--- src/rtl/cpu_types_pkg.sv ---
// Shared CPU types for the fetch front end.
// Holds the default fetch entry layout and the PC step.
package cpu_types_pkg;

    localparam int XLEN = 32;
    localparam int PC_INC = 4;

    typedef struct packed {
        logic [XLEN-1:0] pc;
        logic [XLEN-1:0] instr;
    } fetch_entry_t;

endpackage

--- src/rtl/fetch_fifo.sv ---
// Circular prefetch buffer between instruction memory and decode.
// Flush empties it in one cycle; storage keeps stale contents.
module fetch_fifo
    import cpu_types_pkg::*;
#(
    parameter int DEPTH = 4,
    parameter type entry_t = fetch_entry_t,
    localparam int PW = $clog2(DEPTH),
    localparam int CW = $clog2(DEPTH) + 1
) (
    input  logic          clk,
    input  logic          rst,
    input  logic          flush,
    input  logic          push,
    input  entry_t        wdata,
    input  logic          pop,
    output entry_t        rdata,
    output logic [CW-1:0] count
);

    entry_t        mem [DEPTH];
    logic [PW-1:0] rd_ptr;
    logic [PW-1:0] wr_ptr;

    assign rdata = mem[rd_ptr];

    always_ff @(posedge clk) begin
        if (rst) begin
            rd_ptr <= '0;
            wr_ptr <= '0;
            count  <= '0;
            for (int i = 0; i < DEPTH; i++) begin
                mem[i] <= '0;
            end
        end else if (flush) begin
            rd_ptr <= '0;
            wr_ptr <= '0;
            count  <= '0;
        end else begin
            if (push) begin
                mem[wr_ptr] <= wdata;
                wr_ptr      <= wr_ptr + PW'(1);
            end
            if (pop) begin
                rd_ptr <= rd_ptr + PW'(1);
            end
            count <= count + CW'(push) - CW'(pop);
        end
    end

endmodule

--- src/rtl/fetch_prefetch_stage.sv ---
// Fetch stage with a prefetch queue ahead of decode.
// Owns the fetch PC; redirect flushes the queue and refetches.
module fetch_prefetch_stage
    import cpu_types_pkg::*;
#(
    parameter int ADDR_W = 32,
    parameter int INSTR_W = 32,
    parameter int DEPTH = 4,
    parameter logic [ADDR_W-1:0] RESET_PC = '0,
    localparam int CW = $clog2(DEPTH) + 1
) (
    input  logic               CLK,
    input  logic               RST,
    output logic               imemREN,
    output logic [ADDR_W-1:0]  imemaddr,
    input  logic               ihit,
    input  logic [INSTR_W-1:0] imemload,
    input  logic               redirect,
    input  logic [ADDR_W-1:0]  redirect_pc,
    output logic               out_valid,
    input  logic               out_ready,
    output logic [ADDR_W-1:0]  out_pc,
    output logic [ADDR_W-1:0]  out_npc,
    output logic [INSTR_W-1:0] out_instr,
    output logic [CW-1:0]      count
);

    typedef struct packed {
        logic [ADDR_W-1:0]  pc;
        logic [INSTR_W-1:0] instr;
    } entry_t;

    logic [ADDR_W-1:0] fetch_pc;
    logic              push;
    logic              pop;
    entry_t            wdata;
    entry_t            head;

    assign imemREN   = !RST && !redirect && (count < CW'(DEPTH));
    assign imemaddr  = fetch_pc;
    assign push      = imemREN && ihit;
    assign out_valid = !RST && (count != '0);
    assign pop       = out_valid && out_ready;

    assign wdata.pc    = fetch_pc;
    assign wdata.instr = imemload;

    assign out_pc    = head.pc;
    assign out_npc   = head.pc + ADDR_W'(PC_INC);
    assign out_instr = head.instr;

    always_ff @(posedge CLK) begin
        if (RST) begin
            fetch_pc <= RESET_PC;
        end else if (redirect) begin
            fetch_pc <= redirect_pc & ~ADDR_W'(3);
        end else if (push) begin
            fetch_pc <= fetch_pc + ADDR_W'(PC_INC);
        end
    end

    fetch_fifo #(
        .DEPTH   (DEPTH),
        .entry_t (entry_t)
    ) u_fifo (
        .clk   (CLK),
        .rst   (RST),
        .flush (redirect),
        .push  (push),
        .wdata (wdata),
        .pop   (pop),
        .rdata (head),
        .count (count)
    );

endmodule

--- config.mk ---
export PLATFORM = sky130hd
export DESIGN_NAME = fetch_prefetch_stage
export DESIGN_NICKNAME = d
export VERILOG_FILES = /design/src/rtl/cpu_types_pkg.sv /design/src/rtl/fetch_fifo.sv /design/src/rtl/fetch_prefetch_stage.sv
export SDC_FILE = /design/constraint.sdc
export NUM_CORES = 1
export LEC_CHECK = 0
export CAP_MARGIN = 0
export CORE_ASPECT_RATIO = 2
export CORE_UTILIZATION = 42
export DETAILED_ROUTE_END_ITERATION = 16
export SKIP_CTS_REPAIR_TIMING = 1
export SYNTH_ARGS = -nofsm -noshare
export SYNTH_HDL_FRONTEND = slang
export SYNTH_SLANG_ARGS = --single-unit
--- constraint.sdc ---
create_clock -name CLK -period 6.41 [get_ports CLK]
set_input_delay 0.9615 -clock CLK [delete_from_list [all_inputs] [get_ports CLK]]
set_output_delay 0.9615 -clock CLK [all_outputs]
set_load 0.005 [all_outputs]
# Word level (Yosys, flattened, before mapping)
# Memories as Yosys holds them, arrays and structs flattened. A register that Yosys moved wholly into a read port is not among the register bits.
# Cells that the tools add are included.
[totals]
ff_bits = 39
wordCells = 37
input_bits = 69
ramBits = 256
output_inout_bits = 133
n_memories = 1
[classes]
n_reduce_logical = 11
muxes = 13
n_addsub = 6
magnitude_cmp = 1
[mem_list]
columns = ["name", "words", "width", "rd", "rd_ports_with_merged_regs", "write_ports", "line_no", "rtl"]
rows = [
  ["u_fifo.mem", 4, 64, 1, 1, 4, "fetch_fifo.sv:21", "entry_t mem [DEPTH];"],
]
[op_table]
columns = ["op", "count"]
rows = [
  ["adder 32 x 3 -> 32 bit (second input constant)", 2],
  ["2-to-1 mux 32 bit", 2],
  ["2-to-1 mux 64 bit", 1],
  ["OR reduction 64 bit", 1],
  ["2-to-1 mux 1 bit", 7],
  ["2-to-1 mux 2 bit", 3],
  ["logical AND 1 bit", 5],
  ["adder 2 x 1 -> 2 bit (second input constant)", 2],
  ["adder 3 x 1 -> 3 bit", 1],
  ["< comparator 3 bit (second input constant)", 1],
  ["nonzero test 3 bit", 1],
  ["subtractor 3 x 1 -> 3 bit", 1],
  ["zero test 1 bit", 2],
  ["nonzero test 2 bit", 1],
  ["OR reduction 2 bit", 1],
]

# Depth between registers and ports, before layout
[depth]
word_depth = 10
mapped_depth = 10
mapped_depth_nobuf = 9

# Cells and area by module
# From an unflattened synthesis, not the netlist that was laid out.
[unflattened]
cells_unflattened = 1069
hier_area_um2 = 14162.3
[modules_own_cells]
columns = ["mod", "area_per_inst_um2", "instances", "seq_area_each_um2", "cells_per_inst"]
rows = [
  ["fetch_fifo", 11862.6, 1, 7867.5, 755],
  ["fetch_prefetch_stage", 2299.7, 1, 600.6, 314],
]

# Worst setup path after synthesis
# Ideal clock, no wire load.
[synth_path]
path_kind = "input to register"
start = "input ihit"
end = "memory u_fifo.mem[3][0] (netlist name), enable pin"
n_path_buf = 2
setup_time_ns = 0.482
stages = 7
slack_ns = 1.364
t_arrival_ns = 4.564
required_time_ns = 5.928
cell_sequence = "nor2b_1 nand2_1 inv_1 clkbuf_1 clkbuf_1 a21oi_1 nor2_1"
[synth_rtl]
columns = ["item", "line_no", "rtl"]
rows = [
  ["start, declared", "fetch_prefetch_stage.sv:16", "input logic ihit,"],
  ["end, declared", "fetch_fifo.sv:21", ""],
]

==> impl_metrics.tcl <==
set metrics [dict create \
    status "complete, no violations" \
    intPower_w 0.00319 \
    die_h_um 255 \
    grt_pass1_wl_mm 51.0 \
    synth_ff_type "edfxtp_1" \
    gr-usage-all-layers 0.210 \
    critPathSlowestCell "dfxtp_4" \
    io_pins 202 \
    clock_latency_ps 540 \
    drc 0 \
    seqCellArea_um2 8240 \
    initial_core_util 0.426 \
    finalHoldViolCount 0 \
    gr-total-overflow 0 \
    synth_area_leaders "edfxtp_1 55%, mux4_2 9.6%, and2_1 8.5%, dfxtp_1 5.8%, and3_1 3.3%" \
    hold_ws_ps 538 \
    die_w_um 128 \
    drt.antenna.violating_nets 0 \
    synth_area_per_cell_um2 13.9 \
    wl_mm 33.5 \
    critical_path.max_fanout 36 \
    power_frac_seq 0.523 \
    ctsHtreeMaxLevel 1 \
    firstDrtPassIters 5 \
    finalCriticalPeriod_ps 5030 \
    avgRoutedWirePerCell_um 21.2 \
    finalMaxSlewViolations 0 \
    p_comb_frac 0.089 \
    core_area_um2 31500 \
    dp_hpwl_mm 20.2 \
    crit_type "reg -> out" \
    syn_inst 965 \
    p_per_area_nw_per_um2 249 \
    worstSetupStartpointType "register" \
    syn2layout_area_growth_pct 23.8 \
    core.rowCount 92 \
    p_clk_frac 0.389 \
    nFillCells 2761 \
    port-buffer-count 193 \
    grt_setup_unrepaired "false" \
    async_flop_share 0 \
    drive_above_1_share 0.125 \
    swShare 0.230 \
    antenna_found_initial 1 \
    final_cell_mix "248 x edfxtp_1, 193 x clkdlybuf4s50_1, 183 x and2_1" \
    max_stage_delay_ps 840 \
    drt_first_iter_violations 513 \
    slew_headroom 0.288 \
    viasPerCell 5.34 \
    ys_ff_latch 287 \
    cp-end-kind "primary output" \
    ir_drop_mv 0.187 \
    synth_seq_area_share 0.612 \
    synthesis.area_um2 13400 \
    clk_path_buf_depth 3 \
    synth_edf_count 248 \
    worstMarginPinSlew_ps 1070 \
    grt_pass1_vias 8825 \
    yosys_warnings 0 \
    fin_skew_ps 8.97 \
    numCtsBuffers 26 \
    critPathTopFamily "buffers and inverters" \
    synth.distinct_cells 56 \
    critPathRequiredTime_ps 5450 \
    netlist.area_leader.share 0.554 \
    clk_pin_slew_ps 70 \
    hp-class "reg -> reg" \
    maxCapViolCount 0 \
    gp_congestion 0.798 \
    clock_sinks 287 \
    fin_crit_sh 0.785 \
    yosys.area.top_type "edfxtp_1" \
    final_common_cell "edfxtp_1" \
    fp.dieArea_um2 32800 \
    p_leak_nw 6.06 \
    tns_ps 0 \
    totalPowerFinal_w 0.00414 \
    multi_input_area_um2 4840 \
    clockRootBuffer "clkbuf_16" \
    path_buf_inv 2 \
    grt_max_degree 64 \
    switchingPower_w 0.000953 \
    cp_data_arrival_time_ps 4070 \
    final_net_count 1205 \
    max_freq_ghz 0.199 \
    path_cells "buf_4 -> mux4_2 -> and3_1 -> nand2_1 -> and4bb_1 -> xor2_1 -> clkdlybuf4s50_1" \
    cts_tree "yes" \
    finalSetupViolCount 0 \
    vias 8404 \
]
area by class of cell:
class	count	area share
clock inverters	15	0.00850
clock buffers	33	0.0451
repair buffers	208	0.124
multi-input cells	591	0.291
diodes	1	0.000150
well taps	423	0.0318
flip-flops and latches	287	0.495
inverters	17	0.00384
tightest hold or removal path: cells and delay by family (launching register included):
family | cells | cell delay [ps]
xor+xnor | 1 | 60
flops | 1 | 330
simple gates | 1 | 110
cells in the mapped netlist (2+ instances only):
library cell  instances
a211oi_1              5
a21oi_1              24
a31oi_1               5
and2_1              183
and3_1               71
and4_1                5
and4bb_1              2
buf_1                 4
buf_2                 8
buf_4                 9
clkbuf_1             51
dfxtp_1              39
edfxtp_1            248
ha_1                  4
inv_1                16
mux2_2                3
mux2i_1               4
mux4_1                5
mux4_2               57
nand2_1              36
nand3_1              22
nand4_1              17
nand4_4               3
nor2_1               41
nor2b_1               2
nor3_1                5
nor3b_1               3
nor4_1                4
nor4_4                2
o211ai_1              3
o21a_1                3
o21ai_0               4
or2_2                 5
or4_1                 4
xnor2_1              30
xor2_1               18
final timing paths:
check                                              startpoint                     endpoint  slack [ps]  cells past startpoint
worst min register to register  u_fifo.rd_ptr[1]$_SDFFE_PP0P_                     register         540                      2
worst max register to register     u_fifo.count[2]$_SDFF_PP0_  u_fifo.mem[3][57]$_DFFE_PP_        3670                      8
worst min-delay path            u_fifo.rd_ptr[1]$_SDFFE_PP0P_                     register         540                      2
worst max-delay path                                 register                  out_npc[30]        1380                      7
stage by stage:
step | instances | setup WS (ps) | utilization | area, um2
after global routing | 1575 | 1080 | 0.527 | 16600
after floorplan | 970 | 1360 | - | 13500
after detailed placement | 1526 | 1810 | 0.499 | 15700
final | 1575 | 1380 | 0.527 | 16600
after CTS | 1574 | 1230 | 0.527 | 16600
after global placement | 1526 | 1840 | 0.499 | 15700
power by group through the flow:
stage	clock [W]	combinational (W)	sequential, W
5_1_grt	0.00171	0.000396	0.00218
3_3_place_gp	0	0.000372	0.00220
4_1_cts	0.00164	0.000375	0.00217
2_1_floorplan	0	0.000164	0.00219
6_report	0.00161	0.000367	0.00217
3_5_place_dp	0	0.000374	0.00221
flip-flops by register name (all words and copies together) (netlist names), named ones only:
signal and cells:
imemaddr 30, u_fifo.rd_ptr 2, u_fifo.mem 248, u_fifo.wr_ptr 2, u_fifo.count 3
cells by family (layout without fill, tap and decap cells):
kind of cell    Yosys count  in the layout  share of synthesized area
compound gates           51             51                     0.0232
flops                   287            287                      0.612
other cells               1              7                   0.000279
mux                      69             69                      0.111
xor+xnor                 48             48                     0.0313
fa+ha+maj                 5              5                    0.00521
simple gates            412            412                      0.185
buf+inv                  92            273                     0.0316
layer usage:
layer	vias up	GRT usage	wire length (um)
li1	3891	-	-
met1	4225	0.234	12400
met2	222	0.402	18800
met3	66	0.0182	1070
met4	0	0.0857	1150
met5	-	0	0
Power figures use the tool's default switching activity.
